## config.mk

```make
export PLATFORM = sky130hd
export DESIGN_NAME = cpu_run_ctrl_flat
export DESIGN_NICKNAME = d
export VERILOG_FILES = /design/src/rtl/cpu_ctrl_pkg.sv /design/src/rtl/cpu_run_ctrl_if.sv /design/src/rtl/run_cycle_counter.sv /design/src/rtl/cpu_run_ctrl.sv /design/src/flat_wrapper.sv
export SDC_FILE = /design/constraint.sdc
export NUM_CORES = 1
export LEC_CHECK = 0
export ABC_AREA = 1
export CAP_MARGIN = 5
export CORE_UTILIZATION = 44
export CTS_BUF_LIST = sky130_fd_sc_hd__clkbuf_8 sky130_fd_sc_hd__clkbuf_16
export CTS_CLUSTER_SIZE = 40
export DETAILED_ROUTE_END_ITERATION = 10
export MAX_ROUTING_LAYER = met4
export PLACE_DENSITY = 0.76
export SKIP_CTS_REPAIR_TIMING = 1
export SLEW_MARGIN = 20
export SYNTH_ARGS = -nofsm -noshare
export SYNTH_HDL_FRONTEND = slang
export SYNTH_SLANG_ARGS = --single-unit
```

## constraint.sdc

```tcl
create_clock -name clk -period 3.15 [get_ports clk]
set_input_delay 0.63 -clock clk [delete_from_list [all_inputs] [get_ports clk]]
set_output_delay 0.63 -clock clk [all_outputs]
set_load 0.01 [all_outputs]
```

## src/rtl/cpu_ctrl_pkg.sv

```systemverilog
// rtl/cpu_ctrl_pkg.sv - shared types and constants for the CPU run controller
// Purpose: run-state encoding, stop-cause codes, pipeline NOP and default halt opcode.
// Ports:   none (package).
package cpu_ctrl_pkg;

   typedef enum logic [1:0] {
      ST_IDLE  = 2'd0,
      ST_RUN   = 2'd1,
      ST_DRAIN = 2'd2,
      ST_DONE  = 2'd3
   } run_state_t;

   typedef enum logic [1:0] {
      CAUSE_NONE  = 2'b00,
      CAUSE_HALT  = 2'b01,
      CAUSE_LIMIT = 2'b10,
      CAUSE_ABORT = 2'b11
   } stop_cause_t;

   // addi x0, x0, 0 -- what the integration muxes into IF/ID while squashing
   localparam logic [31:0] NOP_INSTR       = 32'h0000_0013;
   // SYSTEM opcode (ecall/ebreak) requests a halt
   localparam logic [6:0]  HALT_OPCODE_DEF = 7'h73;

endpackage

```

## src/rtl/cpu_run_ctrl_if.sv

```systemverilog
// rtl/cpu_run_ctrl_if.sv - host/core-side signal bundle of the CPU run controller
// Purpose: groups run control, IF-stage snoop and host memory strobes.
// Ports:   slave  = controller view (inputs: start, abort, cycle_limit, instruction_if, *_req;
//                   outputs: cpu_enable, if_squash, gated strobes, busy, done, stop_cause,
//                   cycle_count, host_blocked)
//          master = host view (directions reversed)
interface cpu_run_ctrl_if #(
   parameter int CNT_W = 32
);
   logic             start;
   logic             abort;
   logic [CNT_W-1:0] cycle_limit;
   logic [31:0]      instruction_if;
   logic             wen_ext_req;
   logic             ren_ext_req;
   logic             wen_ext_2_req;
   logic             ren_ext_2_req;
   logic             cpu_enable;
   logic             if_squash;
   logic             wen_ext;
   logic             ren_ext;
   logic             wen_ext_2;
   logic             ren_ext_2;
   logic             busy;
   logic             done;
   logic [1:0]       stop_cause;
   logic [CNT_W-1:0] cycle_count;
   logic             host_blocked;

   modport slave (
      input  start, abort, cycle_limit, instruction_if,
      input  wen_ext_req, ren_ext_req, wen_ext_2_req, ren_ext_2_req,
      output cpu_enable, if_squash, wen_ext, ren_ext, wen_ext_2, ren_ext_2,
      output busy, done, stop_cause, cycle_count, host_blocked
   );

   modport master (
      output start, abort, cycle_limit, instruction_if,
      output wen_ext_req, ren_ext_req, wen_ext_2_req, ren_ext_2_req,
      input  cpu_enable, if_squash, wen_ext, ren_ext, wen_ext_2, ren_ext_2,
      input  busy, done, stop_cause, cycle_count, host_blocked
   );
endinterface

```

## src/rtl/run_cycle_counter.sv

```systemverilog
// rtl/run_cycle_counter.sv - saturating cycle counter with synchronous clear
// Purpose: counts enabled core cycles; sticks at all-ones instead of wrapping.
// Ports:   clk, arst_n (async active-low), i_clr (sync clear, wins over i_inc),
//          i_inc (count enable), o_count (registered count).
module run_cycle_counter #(
   parameter int CNT_W = 32
) (
   input  logic             clk,
   input  logic             arst_n,
   input  logic             i_clr,
   input  logic             i_inc,
   output logic [CNT_W-1:0] o_count
);
   logic [CNT_W-1:0] r_count;

   always_ff @(posedge clk or negedge arst_n) begin
      if (!arst_n) begin
         r_count <= '0;
      end else if (i_clr) begin
         r_count <= '0;
      end else if (i_inc && (r_count != '1)) begin
         r_count <= r_count + CNT_W'(1);
      end
   end

   assign o_count = r_count;
endmodule

```

## src/rtl/cpu_run_ctrl.sv

```systemverilog
// rtl/cpu_run_ctrl.sv - run controller sequencing start, halt/limit/abort and pipeline drain
// Purpose: drives the core enable, squashes fetch while draining, gates host memory
//          strobes while the core runs and counts enabled cycles.
// Ports:   clk, arst_n (async active-low), bus (cpu_run_ctrl_if.slave, see interface).
module cpu_run_ctrl
   import cpu_ctrl_pkg::*;
#(
   parameter int         CNT_W        = 32,
   parameter int         DRAIN_CYCLES = 4,
   parameter logic [6:0] HALT_OPCODE  = HALT_OPCODE_DEF
) (
   input  logic          clk,
   input  logic          arst_n,
   cpu_run_ctrl_if.slave bus
);
   localparam int DRAIN_W = (DRAIN_CYCLES > 1) ? $clog2(DRAIN_CYCLES) : 1;

   run_state_t       r_state;
   stop_cause_t      r_stop_cause;
   logic             r_cpu_enable;
   logic             r_if_squash;
   logic             r_busy;
   logic             r_done;
   logic [DRAIN_W-1:0] r_drain;

   logic [CNT_W-1:0] w_count;
   logic             w_clr;
   logic             w_halt;
   logic             w_limit_hit;
   logic             w_host_lock;
   logic             w_unused_instr;

   // Only the opcode field of the IF word matters here
   assign w_unused_instr = ^bus.instruction_if[31:7];

   assign w_clr       = ((r_state == ST_IDLE) || (r_state == ST_DONE)) && bus.start;
   assign w_halt      = (bus.instruction_if[6:0] == HALT_OPCODE);
   // Compare against the count after this cycle so the run lasts exactly cycle_limit cycles
   assign w_limit_hit = (bus.cycle_limit != '0) &&
                        ((w_count + CNT_W'(1)) == bus.cycle_limit);

   run_cycle_counter #(.CNT_W(CNT_W)) u_cycle_counter (
      .clk     (clk),
      .arst_n  (arst_n),
      .i_clr   (w_clr),
      .i_inc   (r_cpu_enable),
      .o_count (w_count)
   );

   always_ff @(posedge clk or negedge arst_n) begin
      if (!arst_n) begin
         r_state      <= ST_IDLE;
         r_stop_cause <= CAUSE_NONE;
         r_cpu_enable <= 1'b0;
         r_if_squash  <= 1'b0;
         r_busy       <= 1'b0;
         r_done       <= 1'b0;
         r_drain      <= '0;
      end else begin
         case (r_state)
            ST_IDLE, ST_DONE: begin
               if (bus.start) begin
                  r_state      <= ST_RUN;
                  r_stop_cause <= CAUSE_NONE;
                  r_cpu_enable <= 1'b1;
                  r_busy       <= 1'b1;
                  r_done       <= 1'b0;
               end
            end
            ST_RUN: begin
               if (bus.abort) begin
                  // Abort freezes the pipeline as-is; no drain
                  r_state      <= ST_DONE;
                  r_stop_cause <= CAUSE_ABORT;
                  r_cpu_enable <= 1'b0;
                  r_busy       <= 1'b0;
                  r_done       <= 1'b1;
               end else if (w_halt || w_limit_hit) begin
                  r_state      <= ST_DRAIN;
                  r_stop_cause <= w_halt ? CAUSE_HALT : CAUSE_LIMIT;
                  r_if_squash  <= 1'b1;
                  r_drain      <= DRAIN_W'(DRAIN_CYCLES - 1);
               end
            end
            ST_DRAIN: begin
               if (bus.abort || (r_drain == '0)) begin
                  r_state      <= ST_DONE;
                  r_cpu_enable <= 1'b0;
                  r_if_squash  <= 1'b0;
                  r_busy       <= 1'b0;
                  r_done       <= 1'b1;
                  if (bus.abort) begin
                     r_stop_cause <= CAUSE_ABORT;
                  end
               end else begin
                  r_drain <= r_drain - DRAIN_W'(1);
               end
            end
            default: begin
               r_state <= ST_IDLE;
            end
         endcase
      end
   end

   assign bus.cpu_enable  = r_cpu_enable;
   assign bus.if_squash   = r_if_squash;
   assign bus.busy        = r_busy;
   assign bus.done        = r_done;
   assign bus.stop_cause  = r_stop_cause;
   assign bus.cycle_count = w_count;

   // Host strobes are decoded from state directly so the gate is exact on the first RUN cycle
   assign w_host_lock      = (r_state == ST_RUN) || (r_state == ST_DRAIN);
   assign bus.wen_ext      = bus.wen_ext_req   & ~w_host_lock;
   assign bus.ren_ext      = bus.ren_ext_req   & ~w_host_lock;
   assign bus.wen_ext_2    = bus.wen_ext_2_req & ~w_host_lock;
   assign bus.ren_ext_2    = bus.ren_ext_2_req & ~w_host_lock;
   assign bus.host_blocked = w_host_lock &
                             (bus.wen_ext_req | bus.ren_ext_req |
                              bus.wen_ext_2_req | bus.ren_ext_2_req);
endmodule

```

## src/flat_wrapper.sv

```systemverilog
// flat-port wrapper written by rule: the top's interface ports become plain ports
module cpu_run_ctrl_flat import cpu_ctrl_pkg::*;
#(
   parameter int         CNT_W        = 32,
   parameter int         DRAIN_CYCLES = 4,
   parameter logic [6:0] HALT_OPCODE  = HALT_OPCODE_DEF
)
  (clk, arst_n, bus_start, bus_abort, bus_cycle_limit, bus_instruction_if, bus_wen_ext_req, bus_ren_ext_req, bus_wen_ext_2_req, bus_ren_ext_2_req, bus_cpu_enable, bus_if_squash, bus_wen_ext, bus_ren_ext, bus_wen_ext_2, bus_ren_ext_2, bus_busy, bus_done, bus_stop_cause, bus_cycle_count, bus_host_blocked);
  cpu_run_ctrl_if #(.CNT_W(CNT_W)) bus_i ();
  input  logic clk;
  input  logic arst_n;
  input wire logic [$bits(bus_i.start)-1:0] bus_start;
  input wire logic [$bits(bus_i.abort)-1:0] bus_abort;
  input wire logic [$bits(bus_i.cycle_limit)-1:0] bus_cycle_limit;
  input wire logic [$bits(bus_i.instruction_if)-1:0] bus_instruction_if;
  input wire logic [$bits(bus_i.wen_ext_req)-1:0] bus_wen_ext_req;
  input wire logic [$bits(bus_i.ren_ext_req)-1:0] bus_ren_ext_req;
  input wire logic [$bits(bus_i.wen_ext_2_req)-1:0] bus_wen_ext_2_req;
  input wire logic [$bits(bus_i.ren_ext_2_req)-1:0] bus_ren_ext_2_req;
  output wire logic [$bits(bus_i.cpu_enable)-1:0] bus_cpu_enable;
  output wire logic [$bits(bus_i.if_squash)-1:0] bus_if_squash;
  output wire logic [$bits(bus_i.wen_ext)-1:0] bus_wen_ext;
  output wire logic [$bits(bus_i.ren_ext)-1:0] bus_ren_ext;
  output wire logic [$bits(bus_i.wen_ext_2)-1:0] bus_wen_ext_2;
  output wire logic [$bits(bus_i.ren_ext_2)-1:0] bus_ren_ext_2;
  output wire logic [$bits(bus_i.busy)-1:0] bus_busy;
  output wire logic [$bits(bus_i.done)-1:0] bus_done;
  output wire logic [$bits(bus_i.stop_cause)-1:0] bus_stop_cause;
  output wire logic [$bits(bus_i.cycle_count)-1:0] bus_cycle_count;
  output wire logic [$bits(bus_i.host_blocked)-1:0] bus_host_blocked;
  assign bus_i.start = bus_start;
  assign bus_i.abort = bus_abort;
  assign bus_i.cycle_limit = bus_cycle_limit;
  assign bus_i.instruction_if = bus_instruction_if;
  assign bus_i.wen_ext_req = bus_wen_ext_req;
  assign bus_i.ren_ext_req = bus_ren_ext_req;
  assign bus_i.wen_ext_2_req = bus_wen_ext_2_req;
  assign bus_i.ren_ext_2_req = bus_ren_ext_2_req;
  assign bus_cpu_enable = bus_i.cpu_enable;
  assign bus_if_squash = bus_i.if_squash;
  assign bus_wen_ext = bus_i.wen_ext;
  assign bus_ren_ext = bus_i.ren_ext;
  assign bus_wen_ext_2 = bus_i.wen_ext_2;
  assign bus_ren_ext_2 = bus_i.ren_ext_2;
  assign bus_busy = bus_i.busy;
  assign bus_done = bus_i.done;
  assign bus_stop_cause = bus_i.stop_cause;
  assign bus_cycle_count = bus_i.cycle_count;
  assign bus_host_blocked = bus_i.host_blocked;
  cpu_run_ctrl #(.CNT_W(CNT_W), .DRAIN_CYCLES(DRAIN_CYCLES), .HALT_OPCODE(HALT_OPCODE)) u_core (.clk(clk), .arst_n(arst_n), .bus(bus_i));
endmodule
```

After elaboration in Yosys (flattened, before gate mapping):

Index checks and enable logic that the tools add are counted.
W data, S select, Z words.

* eq/ne operators: 14
* $add $sub $neg: 2
* mux-type cells: 29
* bitwise logic cells: 9
* reductions and logical operators: 18

Operators by type and width (number)
* $mux W32: 2
* $add A32 B1 Y32 const B: 1
* $eq A32 B32 Y1: 1
* $ne A32 B32 Y1 const B: 1
* $reduce_bool A32 Y1: 1
* $mux W2: 13
* $pmux W2 S3: 2
* $reduce_and A4 Y1: 3
* $ne A2 B2 Y1 const B: 5
* $mux W1: 8
* $eq A7 B7 Y1 const B: 1
* $pmux W1 S3: 2
* $reduce_and A3 Y1: 2
* $and A1 B1 Y1: 5
* $eq A2 B2 Y1 const B: 2
* $logic_not A2 Y1: 2
* $logic_or A1 B1 Y1: 4
* $ne A2 B1 Y1 const B: 2
* $pmux W2 S2: 1
* $reduce_bool A2 Y1: 2
* $logic_and A1 B1 Y1: 3
* $ne A3 B2 Y1 const B: 1
* $or A1 B1 Y1: 3
* $eq A2 B1 Y1 const B: 1
* other kinds (4): 4

* register bits after elaboration: 41
* logic and storage cells: 79

Logic depth before layout (Yosys ltp):

* depth in word-level cells: 7
* mapped depth: 18
* gate-level depth less buffers: 18

Hierarchy:

Synthesis repeated with hierarchy kept, for this count alone.

* cell total of the unflattened synthesis: 783
* area, all modules: 4484.3 um^2

By module, submodules not included
* run_cycle_counter: cells each 345, sequential area each 800.8 um^2, area each 2243.4 um^2, instances 1
* cpu_run_ctrl: cells each 438, sequential area each 225.2 um^2, area each 2240.9 um^2, instances 1

Worst setup path before layout:

No wires, ideal clock.

* path kind: register -> register
* start: register u_core.u_cycle_counter.r_count[0] (netlist: u_core.u_cycle_counter.o_count[0])
* end: register u_core.r_state[1]
* clock period less this slack: 2.199 ns
* arrival: 2.082 ns
* slack: 0.951 ns
* data required time: 3.033 ns
* stages on the path, launching flop included: 19
* path through: dfrtp_1 -> ha_1 -> nand2_2 -> nor2_4 -> nand2_2 -> nor2_4 -> nand2_2 -> nand2_1 -> nand2_1 -> nand2_1 -> nand2_1 -> nor2_1 -> nand2_1 -> nor2_1 -> nand3_2 -> nand3_2 -> nand2_1 -> nand2_1 -> nand2_1

* longest elaborated chain between the ends: 6

Ends and longest elaborated chain
* start, declared: line run_cycle_counter.sv:14 `logic [CNT_W-1:0] r_count;`
* start signal, assigned: line run_cycle_counter.sv:22 `r_count <= r_count + CNT_W'(1);`
* $add A32 B1 Y32: line cpu_run_ctrl.sv:40 `((w_count + CNT_W'(1)) == bus.cycle_limit);`
* $eq A32 B32 Y1: line cpu_run_ctrl.sv:40
* $logic_and A1 B1 Y1: line cpu_run_ctrl.sv:39 `assign w_limit_hit = (bus.cycle_limit != '0) &&`
* $logic_or A1 B1 Y1: line cpu_run_ctrl.sv:78 `end else if (w_halt || w_limit_hit) begin`
* $ne A3 B2 Y1 (no line)
* $reduce_and A3 Y1 (no line)
* end signal, assigned: line cpu_run_ctrl.sv:52 `r_state <= ST_IDLE;`
* end signal, assigned: line cpu_run_ctrl.sv:79 `r_state <= ST_DRAIN;`
* end signal, assigned: line cpu_run_ctrl.sv:87 `r_state <= ST_DONE;`
* end, declared: line cpu_run_ctrl.sv:18 `run_state_t r_state;`

No other way between the ends.
A chain may end at the register's enable or synchronous reset.

Final worst setup path:

* start: register u_core.u_cycle_counter.r_count[0] (netlist: u_core.u_cycle_counter.o_count[0])
* end: register u_core.r_stop_cause[1] (netlist: u_core.bus.stop_cause[1])

* longest elaborated chain between the ends: 6

Ends and longest elaborated chain
* $add A32 B1 Y32: line cpu_run_ctrl.sv:40
* $eq A32 B32 Y1: line cpu_run_ctrl.sv:40
* $logic_and A1 B1 Y1: line cpu_run_ctrl.sv:39
* $logic_or A1 B1 Y1: line cpu_run_ctrl.sv:78
* $ne A3 B2 Y1 (no line)
* $reduce_and A4 Y1 (no line)
* end signal, assigned: line cpu_run_ctrl.sv:80 `r_stop_cause <= w_halt ? CAUSE_HALT : CAUSE_LIMIT;`
* end, declared: line cpu_run_ctrl.sv:19 `stop_cause_t r_stop_cause;`

No other way between the ends.

==> metrics <==
status=finished clean; initial DRC count=253; worst hold path type=input pin to async pin; post-synthesis cell area=0.00365 mm²; Design Power=2.17 mW; most used cell along the critical path=nand2_1; Netlist cell types=30; via-per-instance ratio=5.40; crit start category=flip-flop; endpoints failing hold=0; IR drop worst, VDD=0.493 mV; RSZ-0062 raised after global routing=no; dpl cell area=0.00464 mm²; grt ovf=0; Internal=1.22 mW; CP cell instances=ha_1, nand2_2, nor2_4, nand2_2, nor2_4, nand2_2, nand2_1, nand2_1, nand2_1, nand2_1, nor2_1, nand2_1, nor2_1, nand3_2, nand3_2, nand2_1, nand2_1, nand2_1; global-route usage over all layers=29.4%; final setup fails=0; port buffer count=89; asr flop ratio synth=100%; PwrDens=roughly 460 mW/mm²; Final Critical Period=2710 ps; Crit-path slowest cell=dfrtp_1; Post-synth EDFFs=0; WP buf/inv=0; CP endpoint kind=flip-flop; Bufs on Longest Clock Path=2; worst slew pin tran=619 ps; Site Rows=32; synthesized area per cell=5.99 µm²; detailed placement HPWL=9.27 mm; final setup TNS=0 ps; dpl ws=around 470 ps; Seq pwr share=31.2%; Combinational Power Share=approximately half; max capacitance violation total=0; first-pass GRT wire length=19.3 mm; commonest non-fill, non-tap cell in the layout=nand2_1; final WL=11.8 mm; Detail Route Antenna Nets=0; DIE AREA=0.00867 mm²; synth warn=0; most frequent cells in the layout=nand2_1, clkdlybuf4s50_1, nand3_1; LEAKAGE=between 2 and 2.5 nW; Clk pwr share=17.1%; register area share after synthesis=between 20% and 30%; Inserted Diodes=0; critical path data required time=3340 ps; initial antenna violation count=0; vias in the first global route=about 4,200; CORE AREA=0.00789 mm²; first-pass iteration count of the detailed router=5; Clk Latency, worst-skew pair=300 ps; placed insts=~800; min setup slack post-route=~440 ps; Crit path max-delay family=simple AND/OR/NAND/NOR gates; Final Instance Area=0.00473 mm²; H-tree levels=2; Yosys reg bits=41; fin nets=roughly 780; CP max stage delay=between 400 and 500 ps; net switching fraction of the power=43.8%; count of pins over their slew limit=0; die width=93.1 µm; GP Congestion=0.905; syn nets=686; CTS tree=built; DRC=0; TritonCTS buffer count=5; Clock transition at path regs=around 80 ps; synthesized instance count=610; fmax=0.368 GHz; Switch Pwr=0.948 mW; DR WL/cell=14.7 µm; Final Non-Filler Cells=802; Layout area overhead=29.5%; Vias=about 4,300; Die H=93.1 µm; critical path type=flip-flop to flip-flop; Main synth FF type=dfrtp_1; largest net degree at the start of global routing=42; # clock sinks=41; Rel. slew slack=58.6%; IO Count=approximately 120; Initial Util=46.3%; CP arrival=2910 ps; critical-path maximum fanout=6; final critical-path share of the clock period=86.2%; CTS root buf=clkbuf_8; Setup Skew=about 6.2 ps; share of cells above drive strength 1=6.43%
[Yosys cell counts (2+ instances only)]
library cell	number	area, µm²
ha_1	4	50.1
nand4_1	5	31.3
nor2_1	80	300
nand3b_1	8	60.1
inv_2	2	7.51
nand3_1	81	405
xnor2_1	2	17.5
buf_2	4	20.0
nand2_4	2	22.5
nor2_2	3	18.8
o21ai_0	19	95.1
buf_4	2	15.0
nand2_1	217	815
inv_1	80	300
a21oi_1	3	15.0
clkbuf_1	2	7.51
xor2_1	2	17.5
nand2_2	14	87.6
nand3_2	5	50.1
o22ai_1	18	113
nor3_1	2	10.0
nor2_8	2	40.0
nor2_4	6	67.6
dfrtp_1	41	1030
[sequential cells by signal, indices dropped and copies added (netlist names)]
register / count
u_core.bus.stop_cause: 2
u_core.r_state: 2
u_core.u_cycle_counter.o_count: 32
u_core.bus.busy: 1
u_core.bus.if_squash: 1
u_core.bus.done: 1
u_core.r_drain: 2
[through the flow]
step	hold WS [ps]	util, %
after floorplan	334	-
after global placement	458	58.8
after detailed placement	462	58.8
after CTS	483	59.9
after global routing	365	60.0
final	316	60.0
[metal layers]
metal,track usage [%],vias to the layer above,share of wire (%)
li1,-,2122,-
met5,-,-,0
met1,35.8,1973,41
met2,49.8,208,48
met3,3.58,28,8.2
met4,11.0,0,2.7
[logic make-up after synthesis]
kind of cell	Yosys count	synth area share, %
simple gates	426	52.4
xor+xnor	5	1.61
flops	41	28.1
fa+ha+maj	4	1.37
buf+inv	90	9.60
compound gates	44	6.89
[cell type report]
type | count | area (µm²)
Fill cell | 756 | 3160
Multi-Input combinational cell | 479 | 2270
Sequential cell | 41 | 1030
Timing Repair Buffer | 91 | 903
Inverter | 82 | 308
Tap cell | 102 | 128
Clock buffer | 6 | 82.6
Clock inverter | 1 | 7.51
[power groups by stage]
stage | Clock (mW) | Combinational (mW) | Sequential [mW]
6_report | 0.371 | 1.12 | 0.676
4_1_cts | 0.376 | 1.12 | 0.675
3_5_place_dp | 0 | 1.12 | 0.685
3_3_place_gp | 0 | 1.08 | 0.682
5_1_grt | 0.395 | 1.24 | 0.686
2_1_floorplan | 0 | 0.661 | 0.684
[worst register-to-register path: stages, from the launching register on]
cell and delay [ps]:
dfrtp_1 470, ha_1 320, nand2_2 110, nor2_4 210, nand2_2 120, nor2_4 200
nand2_2 70, nand2_1 80, nand2_1 50, nand2_1 50, nand2_1 60, nor2_1 150
nand2_1 80, nor2_1 170, nand3_2 140, nand3_2 140, nand2_1 80, nand2_1 60
nand2_1 50
[worst paths after layout]
check	cells past startpoint	slack [ps]	from	endpoint
max in group asynchronous	1	2430	arst_n	u_core.u_cycle_counter.o_count[16]
min	1	320	arst_n	u_core.u_cycle_counter.o_count[29]
min reg2reg	2	480	u_core.bus.if_squash	u_core.bus.if_squash
min in group clk	2	480	u_core.bus.if_squash	u_core.bus.if_squash
max reg2reg	18	440	u_core.u_cycle_counter.o_count[0]	u_core.bus.stop_cause[1]
max	18	440	u_core.u_cycle_counter.o_count[0]	u_core.bus.stop_cause[1]
Power figures use the tool's default switching activity.
